$ cat config.mk
export PLATFORM = sky130hd
export DESIGN_NAME = l1_cache
export DESIGN_NICKNAME = d
export VERILOG_FILES = /design/src/rtl/l1_cache.sv
export SDC_FILE = /design/constraint.sdc
export NUM_CORES = 2
export LEC_CHECK = 0
export ABC_CLOCK_PERIOD_IN_PS = 7600
export CORE_ASPECT_RATIO = 0.75
export CORE_MARGIN = 1
export CORE_UTILIZATION = 58
export CTS_BUF_LIST = sky130_fd_sc_hd__clkbuf_8 sky130_fd_sc_hd__clkbuf_16
export CTS_CLUSTER_SIZE = 14
export DETAILED_ROUTE_END_ITERATION = 10
export PLACE_DENSITY = 0.72
export SYNTH_ARGS = -nofsm -noshare
export SYNTH_HDL_FRONTEND = slang
export SYNTH_SLANG_ARGS = --single-unit
$ cat constraint.sdc
create_clock -name clk -period 7.6 [get_ports clk]
set_input_delay 1.52 -clock clk [delete_from_list [all_inputs] [get_ports clk]]
set_output_delay 1.52 -clock clk [all_outputs]
set_load 0.01 [all_outputs]
$ cat src/rtl/l1_cache.sv
// Blocking direct-mapped write-through L1 data cache.
// Read misses fill a whole line from L2, word 0 upward.
module l1_cache #(
  parameter int DATA_WIDTH = 32,
  parameter int ADDR_WIDTH = 32,
  parameter int CACHE_SIZE = 256,
  parameter int BLOCK_SIZE = 16
) (
  input  logic                  clk,
  input  logic                  rst_n,
  input  logic [ADDR_WIDTH-1:0] cpu_addr,
  input  logic [DATA_WIDTH-1:0] cpu_data_in,
  input  logic                  cpu_read,
  input  logic                  cpu_write,
  output logic [DATA_WIDTH-1:0] cpu_data_out,
  output logic                  cpu_ready,
  output logic [ADDR_WIDTH-1:0] l2_addr,
  output logic [DATA_WIDTH-1:0] l2_data_out,
  input  logic [DATA_WIDTH-1:0] l2_data_in,
  output logic                  l2_read,
  output logic                  l2_write,
  input  logic                  l2_ready,
  output logic [15:0]           read_hits,
  output logic [15:0]           read_misses
);

  localparam int WORDS = BLOCK_SIZE / 4;
  localparam int LINES = CACHE_SIZE / BLOCK_SIZE;
  localparam int WS_W  = $clog2(WORDS);
  localparam int IDX_W = $clog2(LINES);
  localparam int OFF_W = $clog2(BLOCK_SIZE);
  localparam int TAG_W = ADDR_WIDTH - IDX_W - OFF_W;
  localparam int TAG_L = OFF_W + IDX_W;

  typedef enum logic [1:0] {
    IDLE, FILL, WRITE_THRU, DONE
  } state_e;

  state_e                  state_q, state_d;
  logic [ADDR_WIDTH-1:0]   addr_q, addr_d;
  logic [WS_W-1:0]         cnt_q, cnt_d;
  logic [DATA_WIDTH-1:0]   cap_q, cap_d;
  logic [LINES-1:0]        valid_q, valid_d;
  logic                    cpu_ready_q, cpu_ready_d;
  logic [DATA_WIDTH-1:0]   cpu_data_out_q, cpu_data_out_d;
  logic [ADDR_WIDTH-1:0]   l2_addr_q, l2_addr_d;
  logic [DATA_WIDTH-1:0]   l2_data_out_q, l2_data_out_d;
  logic                    l2_read_q, l2_read_d;
  logic                    l2_write_q, l2_write_d;
  logic [15:0]             read_hits_q, read_hits_d;
  logic [15:0]             read_misses_q, read_misses_d;

  logic [DATA_WIDTH-1:0]   mem_q [LINES*WORDS];
  logic [TAG_W-1:0]        tag_q [LINES];

  logic                    mem_we;
  logic [IDX_W+WS_W-1:0]   mem_waddr;
  logic [DATA_WIDTH-1:0]   mem_wdata;
  logic                    tag_we;

  logic [WS_W-1:0]         req_ws, lat_ws;
  logic [IDX_W-1:0]        req_idx, lat_idx;
  logic [TAG_W-1:0]        req_tag, lat_tag;
  logic                    hit;
  logic [DATA_WIDTH-1:0]   hit_word;
  logic                    unused_addr_bits;

  assign req_ws  = cpu_addr[OFF_W-1:2];
  assign req_idx = cpu_addr[TAG_L-1:OFF_W];
  assign req_tag = cpu_addr[ADDR_WIDTH-1:TAG_L];
  assign lat_ws  = addr_q[OFF_W-1:2];
  assign lat_idx = addr_q[TAG_L-1:OFF_W];
  assign lat_tag = addr_q[ADDR_WIDTH-1:TAG_L];

  assign unused_addr_bits = ^{cpu_addr[1:0], addr_q[1:0]};

  assign hit      = valid_q[req_idx] && (tag_q[req_idx] == req_tag);
  assign hit_word = mem_q[{req_idx, req_ws}];

  always_comb begin
    state_d        = state_q;
    addr_d         = addr_q;
    cnt_d          = cnt_q;
    cap_d          = cap_q;
    valid_d        = valid_q;
    cpu_ready_d    = 1'b0;
    cpu_data_out_d = cpu_data_out_q;
    l2_addr_d      = l2_addr_q;
    l2_data_out_d  = l2_data_out_q;
    l2_read_d      = l2_read_q;
    l2_write_d     = l2_write_q;
    read_hits_d    = read_hits_q;
    read_misses_d  = read_misses_q;
    mem_we         = 1'b0;
    mem_waddr      = {req_idx, req_ws};
    mem_wdata      = cpu_data_in;
    tag_we         = 1'b0;
    case (state_q)
      IDLE: begin
        if (cpu_write) begin
          addr_d        = cpu_addr;
          mem_we        = hit;
          l2_write_d    = 1'b1;
          l2_addr_d     = {cpu_addr[ADDR_WIDTH-1:2], 2'b00};
          l2_data_out_d = cpu_data_in;
          state_d       = WRITE_THRU;
        end else if (cpu_read) begin
          addr_d = cpu_addr;
          if (hit) begin
            cpu_data_out_d = hit_word;
            cpu_ready_d    = 1'b1;
            if (read_hits_q != '1)
              read_hits_d = read_hits_q + 16'd1;
            state_d = DONE;
          end else begin
            if (read_misses_q != '1)
              read_misses_d = read_misses_q + 16'd1;
            cnt_d     = '0;
            l2_read_d = 1'b1;
            l2_addr_d = {cpu_addr[ADDR_WIDTH-1:OFF_W],
                         {WS_W{1'b0}}, 2'b00};
            state_d   = FILL;
          end
        end
      end
      FILL: begin
        if (l2_ready) begin
          mem_we    = 1'b1;
          mem_waddr = {lat_idx, cnt_q};
          mem_wdata = l2_data_in;
          if (cnt_q == lat_ws)
            cap_d = l2_data_in;
          if (cnt_q == WS_W'(WORDS-1)) begin
            l2_read_d        = 1'b0;
            valid_d[lat_idx] = 1'b1;
            tag_we           = 1'b1;
            cpu_data_out_d   = (cnt_q == lat_ws) ?
                               l2_data_in : cap_q;
            cpu_ready_d      = 1'b1;
            state_d          = DONE;
          end else begin
            cnt_d     = cnt_q + WS_W'(1);
            l2_addr_d = {addr_q[ADDR_WIDTH-1:OFF_W],
                         cnt_q + WS_W'(1), 2'b00};
          end
        end
      end
      WRITE_THRU: begin
        if (l2_ready) begin
          l2_write_d  = 1'b0;
          cpu_ready_d = 1'b1;
          state_d     = DONE;
        end
      end
      DONE:    state_d = IDLE;
      default: state_d = IDLE;
    endcase
  end

  always_ff @(posedge clk or negedge rst_n) begin
    if (!rst_n) begin
      state_q        <= IDLE;
      addr_q         <= '0;
      cnt_q          <= '0;
      cap_q          <= '0;
      valid_q        <= '0;
      cpu_ready_q    <= 1'b0;
      cpu_data_out_q <= '0;
      l2_addr_q      <= '0;
      l2_data_out_q  <= '0;
      l2_read_q      <= 1'b0;
      l2_write_q     <= 1'b0;
      read_hits_q    <= '0;
      read_misses_q  <= '0;
    end else begin
      state_q        <= state_d;
      addr_q         <= addr_d;
      cnt_q          <= cnt_d;
      cap_q          <= cap_d;
      valid_q        <= valid_d;
      cpu_ready_q    <= cpu_ready_d;
      cpu_data_out_q <= cpu_data_out_d;
      l2_addr_q      <= l2_addr_d;
      l2_data_out_q  <= l2_data_out_d;
      l2_read_q      <= l2_read_d;
      l2_write_q     <= l2_write_d;
      read_hits_q    <= read_hits_d;
      read_misses_q  <= read_misses_d;
    end
  end

  // Line storage needs no reset: valid_q gates every use.
  always_ff @(posedge clk) begin
    if (mem_we)
      mem_q[mem_waddr] <= mem_wdata;
    if (tag_we)
      tag_q[lat_idx] <= lat_tag;
  end

  assign cpu_ready    = cpu_ready_q;
  assign cpu_data_out = cpu_data_out_q;
  assign l2_addr      = l2_addr_q;
  assign l2_data_out  = l2_data_out_q;
  assign l2_read      = l2_read_q;
  assign l2_write     = l2_write_q;
  assign read_hits    = read_hits_q;
  assign read_misses  = read_misses_q;

endmodule

Word-level counts from Yosys, hierarchy flattened

Memories as Yosys holds them, arrays and structs flattened.
Cells that the tools add are included.

Multiplexer cells: 59
Equal/unequal tests: 19
Order comparisons: 3
Add/subtract/negate cells: 3
Bitwise logic cells: 3
Reductions and logical operators: 18

Operators with widths:

| operator                                                           | count |
|---|---|
| two-way mux 32 bit                                                 | 15 |
| one-hot mux 32 bit (2 select lines)                                | 2 |
| adder 16 x 1 -> 16 bit (second input constant)                     | 2 |
| inequality test 16 bit (second input constant)                     | 2 |
| == test 24 bit                                                     | 1 |
| two-way mux 2 bit                                                  | 11 |
| two-way mux 1 bit                                                  | 21 |
| inequality test 2 bit (second input constant)                      | 9 |
| AND reduction 6 bit                                                | 3 |
| bitwise OR 16 bit                                                  | 1 |
| AND reduction 5 bit                                                | 3 |
| two-way mux 6 bit                                                  | 2 |
| less-than comparator 4 x 5 -> 1 bit (second input constant)        | 2 |
| one-hot mux 2 bit (4 select lines)                                 | 1 |
| == test 2 bit (second input constant)                              | 3 |
| inequality test 3 bit (second input constant)                      | 2 |
| one-hot mux 1 bit (2 select lines)                                 | 3 |
| AND reduction 2 bit                                                | 3 |
| AND reduction 3 bit                                                | 2 |
| nonzero test 2 bit                                                 | 3 |
| binary-select mux 1 bit (select 4 bit)                             | 1 |
| demux 1 bit (select 4 bit)                                         | 1 |
| greater-or-equal comparator 4 x 1 -> 1 bit (second input constant) | 1 |
| one-hot mux 2 bit (2 select lines)                                 | 1 |
| 8 further kinds                                                    | 10 |

Memories kept: 2
Output and inout bits: 131
Register bits after elaboration: 215
RAM bits: 2432
Input port bits: 101

Memory list:

| name  | words | width | read ports | clocked after memory_dff | wr ports | RTL line | text |
|---|---|---|---|---|---|---|---|
| mem_q | 64    | 32    | 1          | 0                        | 1        | 53       | `logic [DATA_WIDTH-1:0] mem_q [LINES*WORDS];` |
| tag_q | 16    | 24    | 1          | 0                        | 1        | 54       | `logic [TAG_W-1:0] tag_q [LINES];` |

Logic depth before layout (Yosys ltp)

Depth after elaboration: 7
Gate-level depth with buffers: 15
Mapped depth without buffers: 9

Worst setup path before layout

No wires, ideal clock.

Path type: input port to flip-flop
Start: input port cpu_addr[5]
End: memory mem_q[56][0] (enable)
Required time: 7179 ps
Arrival: 5726 ps
Slack: 1453 ps
Buffers on the path: 3
Setup time: 421 ps
Stages on the path: 12
Path through: buf_2 > buf_6 > buf_2 > mux4_2 > mux2i_1 > mux2i_1 > xor2_1 > a2111oi_0 > nand3_1 > nor4_4 > a31oi_1 > nor2_1

Cells in the longest elaborated chain, start to end: 7
Elaborated cells between the ends (all ways): 11
Classes of those cells: 1 x eq/ne; 8 x mux; 1 x reduce/logical; 1 x memory

RTL lines:

| item                                                                                | RTL line | text |
|---|---|---|
| start: declaration                                                                  | 11       | `input logic [ADDR_WIDTH-1:0] cpu_addr,` |
| memory read (16 x 24 bit) or binary-select mux 1 bit (select 4 bit) (tied branches) | -        |  |
| == test 24 bit or two-way mux 1 bit (tied branches)                                 | 77       | `assign hit = valid_q[req_idx] && (tag_q[req_idx] == req_tag);` |
| logical AND 1 bit                                                                   | 77       |  |
| two-way mux 1 bit                                                                   | 100      | `if (cpu_write) begin` |
| one-hot mux 1 bit (2 select lines)                                                  | 98       | `case (state_q)` |
| two-way mux 1 bit                                                                   | 194      | `if (mem_we)` |
| two-way mux 1 bit (implied by the code)                                             | 195      | `mem_q[mem_waddr] <= mem_wdata;` |
| end: declaration                                                                    | 53       |  |

Parallel ways exist; a longest one is shown, timed or not. The select of a mux whose other input is x is not followed.

Worst setup path in the final report

Start: input port cpu_addr[6]
End: memory mem_q[14][0] (enable)

The elaborated chain is that of the path after synthesis.

==> results.md <==
* Port Buffers at 227
* DRT iter0 DRCs at 6777
* CP Capture Type: register
* Count leader, synth: edfxtp_1
* Worst Reg-to-Reg Cells at 10
* DP HPWL at 147000 µm
* Initial antenna violation count at 13
* Commonest cells post-synth: edfxtp_1, mux4_2, mux2_2, dfrtp_1, clkbuf_1
* CTS tree: yes
* Largest net degree at the start of global routing at 157
* Placed insts at 7053
* Period utilisation layout at 0.756
* Post-cts gate resize count at 0
* Top cell type's share of synthesized area at 0.710
* Clk pin slew, worst setup/hold paths at 0.06 ns
* Slew HR at 0.0997
* R2R Path Start: tag_q[10][13]
* Worst r2r dst: mem_q[14][0]
* Num CTS Buffers at 233
* Pwr dens at 289 nW/µm²
* Drt first pass iters at 5
* Met2 Usage GRT at 0.411
* Kind of critical path: in -> reg
* Ys Warns at 0
* Seq/Total Area, Yosys at 0.762
* Mapped cell area at 103000 µm²
* Worst min path class: reg -> reg
* Reg-to-reg slack, setup at 2.74 ns
* CTS max path bufs at 3
* H-tree depth at 4
* Layout cells sized above 1 at 0.319
* Layout Cells excl Fill at 7474
* Worst setup SP type: input pin
* Cell taking the most area after synthesis: edfxtp_1
* Clk_lat worst skew at 0.85 ns
* GR met3 Demand/Resource at 0.0608
* Leakage at 37.8 nW
* Num rows at 133
* DIE WIDTH at 488 µm
* Peak VDD IR at 0.000218 V
* EDFF count, synth at 2432
* Routed Antenna Nets at 0
* Setup TNS at 0 ns
* Ranking of synthesized cells by area: edfxtp_1, mux4_2, dfrtp_1
* Starting density of the core at 0.585
* Hold WS at 0.464 ns
* Post-CTS setup buffer count at 0
* Worst-Margin Slew at 1.35 ns
* RSZ-0062 raised after global routing: no
* GR peak layer: met1
* Fin crit period at 5.74 ns
* Core ar. at 176000 µm²
* I/O Pins at 232
* Hold_buf cts at 0
* Area of the die at 179000 µm²
* Gr usage total at 0.280
* Met1 global-route usage at 0.437
* Worst Hold Path EP: valid_q[13]
* Pins Over Slew Limit at 0
* Critical Path RT at 8.13 ns
* Routed wire per std cell at 33.0 µm
* Final WL at 246000 µm
* Distinct cells, synth at 57
* Die Y at 367 µm
* Fin. Hold Viols at 0
* Synthesis-to-finish area growth at 13.9%
* Crit path DAT at 6.27 ns
* Vias at 49500
* Gr ovfl total at 0
* # DRC at 0
* CP Max Fanout at 59
* Min-delay src: valid_q[13]
* Final nets at 5034
* First-pass GRT wire length at 355000 µm
* Vias in the first global route at 49200
* Number of setup violations in the final report at 0
* Prevailing post-synth register cell: edfxtp_1
* Maxcap violations at 0
* Status: finished, final reports clean
* Placer Congestion at 0.822
* Async set or reset register ratio after synthesis at 0.0798
* Syn avg cell area at 22.9 µm²
* #FFs+latches synth at 2643
* Clock sinks at 2643
* Hold depth at 1
* FMAX at 174 MHz
* Via density at 6.62
* Syn Inst Count at 4486
* Root buffer cell: clkbuf_16
* Fin Clk Skew at 0.0344 ns
## how the worst max path moves through the flow
stage	startpoint	endpoint	depth (start not counted)
finish	cpu_addr[6]	mem_q[14][0]	13
global route	cpu_addr[4]	mem_q[9][19]	14
CTS	cpu_addr[4]	mem_q[9][10]	13
detailed placement	cpu_addr[4]	mem_q[9][18]	13
global placement	cpu_addr[4]	mem_q[9][18]	14
floorplan	cpu_addr[5]	mem_q[56][0]	12
## report_power, final
group	total (mW)	switching, mW	internal (mW)
Clock	11.4	5.11	6.25
Sequential	17.9	0.593	17.3
Combinational	4.65	2.67	1.97
Total	33.9	8.37	25.5
## logic make-up (layout without fill, tap and decap cells)
group | Yosys count | count (layout) | synth area share
flops | 2643 | 2643 | 0.762
mux | 1088 | 1088 | 0.200
simple gates | 308 | 308 | 0.0147
buf+inv | 253 | 873 | 0.0103
compound gates | 127 | 127 | 0.00798
xor+xnor | 59 | 59 | 0.00503
fa+ha+maj | 7 | 7 | 0.000852
other cells | 1 | 7 | 0.0000365
## critical path: stages
cell       delay (ns)
buf_8            0.39
buf_4            0.45
mux4_2           0.37
mux2i_1          0.16
mux2i_1          0.11
xor2_1           0.24
a2111oi_0        0.41
buf_4            0.19
nand3_1          0.13
nor4_4           0.73
a31oi_2          0.51
nor2_4           0.62
buf_12           0.27
## layout make-up
cell class                      count  area, µm²
Sequential cell                  2643      78300
Fill cell                       11000      58600
Multi-Input combinational cell   1591      24200
Clock buffer                      245       6070
Timing Repair Buffer              442       4360
Tap cell                         2362       2960
Clock inverter                    171       1190
Inverter                           15       56.3
Antenna cell                        5       12.5
## layer usage
metal / part of all wire / vias to the layer above
li1: - / 19800
met1: 0.40 / 26500
met2: 0.46 / 2844
met3: 0.11 / 300
met4: 0.023 / 0
met5: 0 / -
## per-stage QoR
step	power [mW]	instance area, µm²	util	setup slack [ns]
2_1_floorplan	20.5	103000	-	1.45
3_3_place_gp	22.6	110000	0.625	1.02
3_5_place_dp	22.8	110000	0.625	1.03
4_1_cts	34.0	117000	0.667	1.88
5_1_grt	34.8	117000	0.667	1.58
6_report	33.9	117000	0.667	1.86
## flip-flops by register name, indices dropped and copies added, names as in the netlist
| name | flops |
|---|---|
| addr_q | 30 |
| cap_q | 32 |
| cnt_q | 2 |
| cpu_data_out | 32 |
| cpu_ready | 1 |
| l2_addr | 30 |
| l2_data_out | 32 |
| l2_read | 1 |
| l2_write | 1 |
| mem_q | 2048 |
| read_hits | 16 |
| read_misses | 16 |
| state_q | 2 |
| tag_q | 384 |
| valid_q | 16 |
## placed cells by master (no fill, tap or decap), drive strengths merged, types with 34 or more instances in the layout
cell type      count
mux2i            106
mux2             236
clkdlybuf4s50    220
clkinv            84
nand2             49
clkbuf           245
mux4             746
edfxtp          2432
dfrtp            211
nor2             118
buf              222
inv               80
o21ai             34
Power figures use the tool's default switching activity.
